--- config.mk ---
export PLATFORM = sky130hd
export DESIGN_NAME = lane_ctrl_flat
export DESIGN_NICKNAME = d
export VERILOG_FILES = /design/src/rtl/lane_pkg.sv /design/src/rtl/lane_ctrl_if.sv /design/src/rtl/lane_timer.sv /design/src/rtl/lane_ctrl.sv /design/src/flat_wrapper.sv
export SDC_FILE = /design/constraint.sdc
export NUM_CORES = 1
export LEC_CHECK = 0
export ABC_CLOCK_PERIOD_IN_PS = 1800
export CORE_ASPECT_RATIO = 1.1
export CORE_MARGIN = 1.5
export CORE_UTILIZATION = 46
export CTS_BUF_LIST = sky130_fd_sc_hd__clkbuf_16
export CTS_CLUSTER_DIAMETER = 150
export DETAILED_ROUTE_END_ITERATION = 10
export MAX_ROUTING_LAYER = met4
export PLACE_DENSITY = 0.71
export SYNTH_ARGS = -nofsm -noshare
export SYNTH_HDL_FRONTEND = slang
export SYNTH_SLANG_ARGS = --single-unit
--- constraint.sdc ---
create_clock -name clk -period 1.8 [get_ports clk]
set_input_delay 0.36 -clock clk [delete_from_list [all_inputs] [get_ports clk]]
set_output_delay 0.36 -clock clk [all_outputs]
set_load 0.005 [all_outputs]
--- src/rtl/lane_pkg.sv ---
// Shared lane definitions: state encoding and the saturating green-length scale.
// Used by lane_ctrl, the arbiter and the testbench.
package lane_pkg;

  typedef enum logic [1:0] {
    ST_RED    = 2'd0,
    ST_GREEN  = 2'd1,
    ST_YELLOW = 2'd2,
    ST_CLEAR  = 2'd3
  } lane_state_e;

  // Saturates to max_g before any caller truncation; floor of one cycle.
  // 32-bit arithmetic covers TIMER_W+DENS_W+1 for any practical widths.
  function automatic int unsigned green_len(input int unsigned base,
                                            input int unsigned step,
                                            input int unsigned max_g,
                                            input int unsigned dens);
    int unsigned raw;
    raw = base + dens * step;
    if (raw > max_g) raw = max_g;
    if (raw == 0)    raw = 1;
    return raw;
  endfunction

endpackage

--- src/rtl/lane_ctrl_if.sv ---
// Arbiter <-> lane controller bundle: grant/density/preempt in, lamps and status out.
interface lane_ctrl_if #(
  parameter int unsigned DENS_W  = 2,
  parameter int unsigned TIMER_W = 8
);
  logic               grant;
  logic [DENS_W-1:0]  density;
  logic               preempt;
  logic               green;
  logic               yellow;
  logic               red;
  logic               busy;
  logic               done;
  logic [TIMER_W-1:0] remaining;

  modport master (
    output grant, density, preempt,
    input  green, yellow, red, busy, done, remaining
  );

  modport slave (
    input  grant, density, preempt,
    output green, yellow, red, busy, done, remaining
  );
endinterface

--- src/rtl/lane_timer.sv ---
// Loadable down-counter; holds at zero, load wins over decrement.
module lane_timer #(
  parameter int unsigned TIMER_W = 8
) (
  input  logic               clk,
  input  logic               reset,
  input  logic               load,
  input  logic [TIMER_W-1:0] load_val,
  input  logic               dec,
  output logic [TIMER_W-1:0] value,
  output logic               zero
);

  logic [TIMER_W-1:0] value_q, value_d;

  always_comb begin
    value_d = value_q;
    if (load)                      value_d = load_val;
    else if (dec && value_q != '0) value_d = value_q - 1'b1;
  end

  always_ff @(posedge clk) begin
    if (reset) value_q <= '0;
    else       value_q <= value_d;
  end

  assign value = value_q;
  assign zero  = (value_q == '0);

endmodule

--- src/rtl/lane_ctrl.sv ---
// Single-lane signal controller: grant starts GREEN -> YELLOW -> CLEAR -> RED,
// with density-scaled green, emergency pre-emption and a done pulse.
module lane_ctrl
  import lane_pkg::*;
#(
  parameter int unsigned DENS_W      = 2,
  parameter int unsigned TIMER_W     = 8,
  parameter int unsigned GREEN_BASE  = 10,
  parameter int unsigned GREEN_STEP  = 5,
  parameter int unsigned MAX_GREEN   = 60,
  parameter int unsigned YELLOW_TIME = 3,
  parameter int unsigned CLEAR_TIME  = 2
) (
  input  logic        clk,
  input  logic        reset,
  lane_ctrl_if.slave  bus
);

  localparam int unsigned GW = TIMER_W + DENS_W + 1;
  localparam logic [TIMER_W-1:0] Y_LOAD = TIMER_W'(YELLOW_TIME - 1);
  localparam logic [TIMER_W-1:0] C_LOAD =
    (CLEAR_TIME > 0) ? TIMER_W'(CLEAR_TIME - 1) : '0;

  lane_state_e        state_q, state_d;
  logic               done_q, done_d;
  logic               t_load, t_dec, t_zero;
  logic [TIMER_W-1:0] t_load_val, t_value;
  logic [GW-1:0]      g_len;
  logic [TIMER_W-1:0] g_load;

  // Already saturated to MAX_GREEN, so narrowing to the timer is safe.
  assign g_len  = GW'(green_len(GREEN_BASE, GREEN_STEP, MAX_GREEN, 32'(bus.density)));
  assign g_load = TIMER_W'(g_len - 1'b1);

  lane_timer #(.TIMER_W(TIMER_W)) u_timer (
    .clk      (clk),
    .reset    (reset),
    .load     (t_load),
    .load_val (t_load_val),
    .dec      (t_dec),
    .value    (t_value),
    .zero     (t_zero)
  );

  always_ff @(posedge clk) begin
    if (reset) begin
      state_q <= ST_RED;
      done_q  <= 1'b0;
    end else begin
      state_q <= state_d;
      done_q  <= done_d;
    end
  end

  always_comb begin
    state_d    = state_q;
    t_load     = 1'b0;
    t_load_val = '0;
    t_dec      = 1'b0;
    unique case (state_q)
      ST_RED: begin
        if (bus.grant && !bus.preempt) begin
          state_d    = ST_GREEN;
          t_load     = 1'b1;
          t_load_val = g_load;
        end
      end
      ST_GREEN: begin
        if (t_zero || bus.preempt) begin
          state_d    = ST_YELLOW;
          t_load     = 1'b1;
          t_load_val = Y_LOAD;
        end else begin
          t_dec = 1'b1;
        end
      end
      ST_YELLOW: begin
        if (t_zero) begin
          if (CLEAR_TIME > 0) begin
            state_d    = ST_CLEAR;
            t_load     = 1'b1;
            t_load_val = C_LOAD;
          end else begin
            state_d = ST_RED;
          end
        end else begin
          t_dec = 1'b1;
        end
      end
      ST_CLEAR: begin
        if (t_zero) state_d = ST_RED;
        else        t_dec   = 1'b1;
      end
      default: state_d = ST_RED;
    endcase
    done_d = (state_q != ST_RED) && (state_d == ST_RED);
  end

  always_comb begin
    bus.green     = (state_q == ST_GREEN);
    bus.yellow    = (state_q == ST_YELLOW);
    bus.red       = (state_q == ST_RED) || (state_q == ST_CLEAR);
    bus.busy      = (state_q != ST_RED);
    bus.done      = done_q;
    bus.remaining = (state_q == ST_RED) ? '0 : t_value;
  end

endmodule

--- src/flat_wrapper.sv ---
// flat-port wrapper written by rule: the top's interface ports become plain ports
module lane_ctrl_flat import lane_pkg::*;
#(
  parameter int unsigned DENS_W      = 2,
  parameter int unsigned TIMER_W     = 8,
  parameter int unsigned GREEN_BASE  = 10,
  parameter int unsigned GREEN_STEP  = 5,
  parameter int unsigned MAX_GREEN   = 60,
  parameter int unsigned YELLOW_TIME = 3,
  parameter int unsigned CLEAR_TIME  = 2
)
  (clk, reset, bus_grant, bus_density, bus_preempt, bus_green, bus_yellow, bus_red, bus_busy, bus_done, bus_remaining);
  lane_ctrl_if #(.DENS_W(DENS_W), .TIMER_W(TIMER_W)) bus_i ();
  input  logic clk;
  input  logic reset;
  input wire logic [$bits(bus_i.grant)-1:0] bus_grant;
  input wire logic [$bits(bus_i.density)-1:0] bus_density;
  input wire logic [$bits(bus_i.preempt)-1:0] bus_preempt;
  output wire logic [$bits(bus_i.green)-1:0] bus_green;
  output wire logic [$bits(bus_i.yellow)-1:0] bus_yellow;
  output wire logic [$bits(bus_i.red)-1:0] bus_red;
  output wire logic [$bits(bus_i.busy)-1:0] bus_busy;
  output wire logic [$bits(bus_i.done)-1:0] bus_done;
  output wire logic [$bits(bus_i.remaining)-1:0] bus_remaining;
  assign bus_i.grant = bus_grant;
  assign bus_i.density = bus_density;
  assign bus_i.preempt = bus_preempt;
  assign bus_green = bus_i.green;
  assign bus_yellow = bus_i.yellow;
  assign bus_red = bus_i.red;
  assign bus_busy = bus_i.busy;
  assign bus_done = bus_i.done;
  assign bus_remaining = bus_i.remaining;
  lane_ctrl #(.DENS_W(DENS_W), .TIMER_W(TIMER_W), .GREEN_BASE(GREEN_BASE), .GREEN_STEP(GREEN_STEP), .MAX_GREEN(MAX_GREEN), .YELLOW_TIME(YELLOW_TIME), .CLEAR_TIME(CLEAR_TIME)) u_core (.clk(clk), .reset(reset), .bus(bus_i));
endmodule
# Word level (Yosys, flattened, before mapping)
# Index checks and enable logic that the tools add are counted.
[op_classes] add_sub_neg=3 mul=1 n_reduce_logical=14 order_cmp=1 n_eq_ne=3 n_mux=21
[op_table] cell="$gt A32 B6 Y1 const B" count=1
[op_table] cell="$logic_not A32 Y1" count=1
[op_table] cell="$mux W8" count=4
[op_table] cell="$pmux W8 S3" count=1
[op_table] cell="$sub A8 B1 Y8 const B" count=2
[op_table] cell="$mux W6" count=2
[op_table] cell="$mux W2" count=5
[op_table] cell="$logic_not A8 Y1" count=1
[op_table] cell="$pmux W2 S4" count=1
[op_table] cell="$reduce_bool A8 Y1" count=1
[op_table] cell="$add A4 B5 Y6 const A" count=1
[op_table] cell="$mux W1" count=6
[op_table] cell="$mul A2 B3 Y5 const B" count=1
[op_table] cell="$eq A2 B2 Y1 const B" count=2
[op_table] cell="$logic_not A2 Y1" count=2
[op_table] cell="$reduce_bool A2 Y1" count=2
[op_table] cell="$logic_and A1 B1 Y1" count=3
[op_table] cell="$pmux W1 S3" count=1
[op_table] cell="$eq A2 B1 Y1 const B" count=1
[op_table] cell="$logic_or A1 B1 Y1" count=2
[op_table] cell="$pmux W1 S2" count=1
[op_table] cell="$reduce_or A2 Y1" count=1
[op_table] cell="$logic_not A1 Y1" count=1
[totals] reg_bits=11 out_inout_bits=13 elab_cells=46 input_bits=6

# Longest topological paths before layout
# Gate-level depths: netlist of the first run.
[depth] depth_word=10 mapped_depth=8 mapped_depth_nobuf=7

# Hierarchy
# A second synthesis of the first run with hierarchy kept.
[hier_totals] hier_cells=130 hier_area_um2=1087.3
[by_module_without_submodules] module="lane_ctrl" seq_area_each_um2=60.1 instances=1 area_each_um2=571.8 cells_per_inst=71
[by_module_without_submodules] module="lane_timer" seq_area_each_um2=160.2 instances=1 area_each_um2=515.5 cells_per_inst=59

# Worst setup path after synthesis of the first run
# Ideal clock, no wire load.
[synth_timing] path_type="flip-flop to flip-flop" startpoint="register u_core.state_q[1]" endpoint="register u_core.u_timer.value_q[1] (netlist: u_core.u_timer.value[1])" path_stages_with_launch=9 arrival_time_ns=1.844 setup_slack_ns=-0.114 synth_period_minus_slack_ns=1.914 required_time_ns=1.730 setup_time_ns=0.070 cell_sequence="dfxtp_1 -> inv_1 -> ha_1 -> nor2b_2 -> o31a_4 -> and2_4 -> buf_6 -> mux2_4 -> a21oi_1"
[synth_between] word_cells_on_any_way=11 cone_classes="3 x eq/ne; 4 x mux; 4 x reduce/logical"
[synth_lines] element="start, declared" line_no="lane_ctrl.sv:24" rtl="lane_state_e state_q, state_d;"
[synth_lines] element="start signal, assigned" line_no="lane_ctrl.sv:50" rtl="state_q <= state_d;"
[synth_lines] element="$eq A2 B1 Y1 *"
[synth_lines] element="net bus_green" line_no="flat_wrapper.sv:19" rtl="output wire logic [$bits(bus_i.green)-1:0] bus_green;"
[synth_lines] element="$pmux W1 S2" line_no="lane_ctrl.sv:60" rtl="unique case (state_q)"
[synth_lines] element="$logic_and A1 B1 Y1" line_no="lane_timer.sv:19" rtl="else if (dec && value_q != '0) value_d = value_q - 1'b1;"
[synth_lines] element="$reduce_bool A2 Y1 (no source line)"
[synth_lines] element="end signal, assigned" line_no="lane_timer.sv:24" rtl="else value_q <= value_d;"
[synth_lines] element="end, declared" line_no="lane_timer.sv:14" rtl="logic [TIMER_W-1:0] value_q, value_d;"
# Mark *: on every way through the listed nets, which the timed path passes. The rest lies on a longest branch.
# A chain may end at the register's enable or synchronous reset.

# Worst setup path in the final report of the first run
[layout_timing] startpoint="register u_core.state_q[0]" endpoint="register u_core.u_timer.value_q[1] (netlist: u_core.u_timer.value[1])"
[layout_between] elab_chain_len=5 word_cells_on_any_way=11 cone_classes="3 x eq/ne; 4 x mux; 4 x reduce/logical"
[layout_lines] element="$eq A2 B2 Y1" line_no="lane_ctrl.sv:60"
[layout_lines] element="$reduce_or A2 Y1 (no source line)"
[layout_lines] element="$pmux W1 S2" line_no="lane_ctrl.sv:60"
[layout_lines] element="$logic_and A1 B1 Y1" line_no="lane_timer.sv:19"
[layout_lines] element="$reduce_bool A2 Y1 (no source line)"
# Several ways; a longest one is shown, not always the timed one.

==> flow_summary_export.csv, run 1 <==
group,metric,value,unit
cells_and_area,area_growth,63.8,%
power_and_ir_drop,p_leak,0.702,nW
clocking,cts_tree,"yes",
timing,worst_slack,-11.7,ps
die,coreArea,0.00202,mm²
detailed_routing,vias_per_cell,5.92,
synth,syn_nets,139,
clocking,numCtsBuffers,3,
critical_path,cp_slowest_stage_delay,320,ps
synth,syn_inst,123,
timing,slew_violations,0,
cells_and_area,n_antenna_cell,0,
detailed_routing,wire_per_inst,16.4,µm
synth,synth-seq-cells,11,
timing,max_clock_freq,552,MHz
die,start_util,48.9,%
timing,hold_slack,578,ps
detailed_routing,drt_wl_total,3.28,mm
critical_path,critical_path_class,"flop to flop",
timing,min_period_over_period,101,%
detailed_routing,vias,1184,
timing,timing.slew.headroom,72.9,%
clocking,cts_sinks,11,
power_and_ir_drop,combPwrFrac,63.1,%
synth,synth_cell_types,46,
die,rows,17,
detailed_routing,firstDrtPassIters,4,
critical_path,cp_slowest_cell,"dfxtp_2",
global_routing,overflow,0,
power_and_ir_drop,clkPwrFrac,19.0,%
timing,grt_setup_unrepaired,"yes",
power_and_ir_drop,p_per_area,1340,mW/mm²
critical_path,worst-path-max-fanout,6,
worst_hold_path,hold_path.class,"flop to flop",
critical_path,required,1970,ps
synth,syn_area_per_cell,8.03,µm²
die,die_w,47.2,µm
placed_design,gp_congestion,0.850,
clocking,clk_pin_slew_worst_paths,40,ps
critical_path,arrival,1980,ps
power_and_ir_drop,p_seq_share,17.9,%
power_and_ir_drop,p_sw,884,µW
detailed_routing,drt_iter0_markers,42,
cells_and_area,regArea,223,µm²
global_routing,grt_antenna_before_repair,0,
timing,finalSetupViolCount,1,
run,cap_violations,0,
global_routing,grt_first_pass_wirelength,4.75,mm
synth,synth_top_area_share,22.3,%
critical_path,start_kind,"flop",
critical_path,crit_chain,"buf_4, ha_4, nor2b_2, o31a_4, and2_4, mux2_4, a21oi_2",
timing,hold_viol_final,0,
cells_and_area,multi_input_area,825,µm²
synth,yosys_warnings,0,
synth,synth_seq_area_share,22.3,%
synth,syn_area,987,µm²
timing,tightestPinTransition,402,ps
power_and_ir_drop,swShare,40.8,%
timing,fin_setup_tns,-11.7,ps
clocking,cts.htree.levels,1,
placed_design,place_hpwl,2.13,mm
status,status,"finished with violations",
clocking,hold_buffers,0,
global_routing,grt_pass1_vias,1036,
synth,synth_largest_area_cell,"dfxtp_1",
placed_design,pre_cts_ws,-555,ps
clocking,clock-root-buffer,"clkbuf_16",
cells_and_area,finalNetCount,189,
global_routing,grt_max_degree,12,
critical_path,critPathCaptureType,"flop",
power_and_ir_drop,vdd_ir_drop_max,0.000837,V
status,violations,"setup timing",
cells_and_area,fill_cells,132,
timing,min_period,1810,ps
cells_and_area,drive_gt1_share,39.0,%
critical_path,cp_top_family,"compound AO/OA/AOI/OAI gates",
synth,synthTopCellsByArea,"dfxtp_1, ha_1, nor2_1",
clocking,cts_max_path_buffers,2,
die,die_area,0.00243,mm²
die,io_pins,19,
die,die_h,51.6,µm
detailed_routing,ant_nets,0,
placed_design,port_buffers,18,
clocking,insertion_delay,240,ps
global_routing,grt_use_total,27.7,%
detailed_routing,drc,0,
critical_path,critPathBufInv,1,
timing,fin_skew,2.09,ps
power_and_ir_drop,p_int,1.28,mW
==> area by class of cell <==
| class | instances | share of cell area, % |
|---|---|---|
| sequential | 11 | 13.8 |
| tap | 28 | 2.17 |
| clock buffer | 3 | 4.64 |
| timing repair buffer | 49 | 25.5 |
| inverter | 11 | 2.71 |
| multi-input combinational | 97 | 51.0 |
| clock inverter | 1 | 0.232 |
==> path summary, 6_finish.rpt <==
check / from / endpoint / slack [ps] / cells past startpoint
hold / removal: u_core.u_timer.value[2] / u_core.u_timer.value[2] / 580 / 2
hold reg to reg: u_core.u_timer.value[2] / u_core.u_timer.value[2] / 580 / 2
setup / recovery: u_core.state_q[0] / u_core.u_timer.value[1] / -10 / 7
setup reg to reg: u_core.state_q[0] / u_core.u_timer.value[1] / -10 / 7
==> placed cells by master (no fill, tap or decap), drive strengths merged, types with 2 or more instances in the layout <==
| cell | netlist | final |
|---|---|---|
| buf | 4 | 31 |
| nor2 | 14 | 14 |
| inv | 11 | 12 |
| dfxtp | 11 | 11 |
| ha | 10 | 10 |
| dlygate4sd2 | 0 | 9 |
| clkdlybuf4s50 | 0 | 7 |
| nor3 | 7 | 7 |
| a21oi | 7 | 7 |
| nor2b | 5 | 5 |
| nand2 | 5 | 5 |
| clkbuf | 0 | 5 |
| nand3 | 4 | 4 |
| a211oi | 4 | 4 |
| nand4 | 3 | 3 |
| o21ai | 3 | 3 |
| and2 | 3 | 3 |
| nand3b | 2 | 2 |
| nand2b | 2 | 2 |
| o31ai | 2 | 2 |
| a31oi | 2 | 2 |
| xor2 | 2 | 2 |
| nor4 | 2 | 2 |
| nor3b | 2 | 2 |
| a21o | 2 | 2 |
| o22ai | 2 | 2 |
==> power by group through the flow <==
stage	clock network, mW	logic (mW)	registers (mW)
after floorplan	0	0.690	0.384
after global placement	0	1.08	0.381
after detailed placement	0	1.10	0.386
after CTS	0.401	1.14	0.385
after global routing	0.426	1.46	0.395
final	0.411	1.37	0.388
==> worst reg2reg max path, delay by kind of cell (launching register included) <==
kind	cells	cell delay, ps
buffers and inverters	1	150
adder cells (fa/ha/maj)	1	180
AO/OA/AOI/OAI	2	440
AND/OR/NAND/NOR	2	340
multiplexers	1	310
flip-flops	1	320
==> sequential cells by signal (all words and copies together) (netlist names) <==
signal                cells
u_core.state_q            2
u_core.u_timer.value      8
u_core.bus.done           1
==> synthesized netlist by cell type, drive strengths merged <==
cell,number
nand3,4
a211oi,4
a22o,1
xor2,2
a21boi,1
ha,10
a311oi,1
o21a,1
a21oi,7
dfxtp,11
inv,11
o21bai,1
a31oi,2
and2,3
o32ai,1
nand2b,2
nor3,7
a2111oi,1
nor4,2
nand3b,2
buf,4
mux2,1
xnor2,1
o31a,1
o22ai,2
o21ai,3
o41ai,1
nand2,5
a21o,2
or3,1
nor3b,2
o31ai,2
nor2,14
nand4,3
and4b,1
a221oi,1
nor2b,5
==> stage by stage <==
step / cells / total power [mW] / cell area [µm²] / utilization, %
6_report: 200 / 2.17 / 1620 / 80.0
5_1_grt: 200 / 2.28 / 1620 / 80.0
4_1_cts: 193 / 1.93 / 1500 / 74.1
3_5_place_dp: 188 / 1.48 / 1380 / 68.2
3_3_place_gp: 188 / 1.46 / 1380 / 68.2
2_1_floorplan: 123 / 1.07 / 1000 / -
==> cells by family after synthesis <==
family	after synthesis	synth area share [%]
AND/OR/NAND/NOR	51	30.4
multiplexers	1	1.52
flip-flops	11	22.3
AO/OA/AOI/OAI	32	23.6
XOR/XNOR	3	2.66
buffers and inverters	15	6.84
adder cells (fa/ha/maj)	10	12.7
==> metal layers <==
metal	wire length, µm	global-route usage (%)	vias to the layer above
met1	1370	34.3	575
met4	100	12.0	0
met5	0	-	-
li1	-	-	545
met3	140	2.78	11
met2	1670	44.5	53
==> what timing repair did <==
item	4_1_cts	5_1_grt
setup buffers	1	7
gates cloned	0	0
endpoints found under the hold margin	0	0
pin swaps	5	8
setup endpoints to repair	14	10
resized for setup	20	20
(Power assumes the default switching activity.)
==> run 2, diff against run 1 <==
- GPL_TIMING_DRIVEN: not set -> 0
==> flow_summary_export.csv, run 2 (synthesized netlist as in run 1, its figures left out) <==
group,metric,value,unit
die,rows,17,
global_routing,grt_first_pass_wirelength,4.61,mm
detailed_routing,drt_iter0_markers,58,
die,die_w,47.2,µm
detailed_routing,ant_nets,0,
timing,min_period_over_period,97.0,%
worst_hold_path,hold_path.class,"flop to flop",
placed_design,placed_area,0.00121,mm²
critical_path,arrival,1920,ps
global_routing,grt_antenna_before_repair,0,
die,die_h,51.6,µm
cells_and_area,layout_common_cells,"nor2_1, dlygate4sd2_1, buf_4, dfxtp_1",
timing,fin_setup_tns,0,ps
critical_path,critPathCaptureType,"flop",
timing,min_period,1750,ps
run,cap_violations,0,
placed_design,port_buffers,17,
critical_path,worst-path-max-fanout,6,
die,die_area,0.00243,mm²
placed_design,gp_congestion,0.856,
timing,finalSetupViolCount,0,
detailed_routing,vias_per_cell,5.84,
cells_and_area,finalNetCount,170,
cells_and_area,largest_reg_flops,8,
timing,max_clock_freq,573,MHz
critical_path,start_kind,"flop",
clocking,clk_pin_slew_worst_paths,40,ps
clocking,cts_max_path_buffers,2,
critical_path,r2r_slack,50,ps
clocking,numCtsBuffers,3,
global_routing,grt_pass1_vias,990,
cells_and_area,fin_area,0.00148,mm²
clocking,cts_sinks,11,
global_routing,grt_max_degree,11,
power_and_ir_drop,vdd_ir_drop_max,0.000720,V
cells_and_area,drive_gt1_share,34.0,%
timing,tightestPinTransition,505,ps
clocking,cts.htree.levels,1,
cells_and_area,area_growth,49.6,%
clocking,clock-root-buffer,"clkbuf_16",
cells_and_area,multi_input_area,835,µm²
detailed_routing,wire_per_inst,16.0,µm
timing,timing.slew.headroom,66.3,%
cells_and_area,regArea,233,µm²
detailed_routing,drc,0,
global_routing,grt_use_total,27.7,%
power_and_ir_drop,p_per_area,1390,mW/mm²
timing,hold_viol_final,0,
placed_design,place_hpwl,1.84,mm
placed_design,pre_cts_ws,-712,ps
clocking,insertion_delay,240,ps
timing,hold_slack,568,ps
die,start_util,48.9,%
die,coreArea,0.00202,mm²
detailed_routing,drt_wl_total,2.90,mm
cells_and_area,n_antenna_cell,0,
timing,fin_skew,2.85,ps
detailed_routing,vias,1057,
critical_path,critical_path_class,"flop to flop",
timing,worst_slack,54.7,ps
cells_and_area,utilization,73.1,%
die,io_pins,19,
detailed_routing,firstDrtPassIters,4,
timing,slew_violations,0,
clocking,hold_buffers,0,
critical_path,required,1980,ps
global_routing,overflow,0,
status,status,"complete, no violations",
clocking,cts_tree,"yes",
cells_and_area,fill_cells,151,
power_and_ir_drop,p_leak,0.628,nW
## run 2: timing repair
action                                  in CTS  in global routing
resized for setup                           34                 23
gates cloned                                 1                  0
pin swaps                                    8                  6
endpoints found under the hold margin        0                  0
endpoints found under the setup margin      22                 11
buffers inserted                             7                  2
## run 2: routing by layer
| metal | wire (µm) | vias up | global-route usage, % | share of wire [%] |
|---|---|---|---|---|
| met5 | 0 | - | - | 0 |
| met4 | 89 | 0 | 16.7 | 3.1 |
| met3 | 179 | 8 | 3.13 | 6.2 |
| met2 | 1450 | 50 | 41.1 | 50 |
| met1 | 1180 | 487 | 35.4 | 41 |
| li1 | - | 512 | - | - |
## run 2: worst paths after layout
kind	start	end	depth (start not counted)
hold reg to reg	u_core.state_q[0]	u_core.state_q[0]	2
hold / removal	u_core.state_q[0]	u_core.state_q[0]	2
setup / recovery	u_core.state_q[0]	u_core.u_timer.value[1]	7
setup reg to reg	u_core.state_q[0]	u_core.u_timer.value[1]	7
## run 2: through the flow
stage          cells  power [mW]
2_1_floorplan    123        1.07
3_5_place_dp     168        1.33
4_1_cts          179        1.86
3_3_place_gp     168        1.30
5_1_grt          181        2.18
6_report         181        2.06
## run 2: worst max-delay path, stage by stage (launching register included)
cell,delay (ps)
dfxtp_4,350
buf_6,130
ha_4,160
nor2b_4,130
o31a_4,290
and2_4,190
mux2_4,300
a21oi_2,130
## run 2: where the power goes
part	switching [mW]	internal, mW	total (mW)
clock	0.121	0.293	0.413
sequential	0.0895	0.315	0.405
combinational	0.653	0.585	1.24
## run 2: cell type report
type | instances | area share (%)
Clock inverter | 1 | 0.254
Clock buffer | 3 | 5.08
Multi-Input combinational cell | 98 | 56.5
Tap cell | 28 | 2.37
Sequential cell | 11 | 15.8
Buffer | 3 | 1.78
Inverter | 11 | 3.14
Timing Repair Buffer | 26 | 15.1
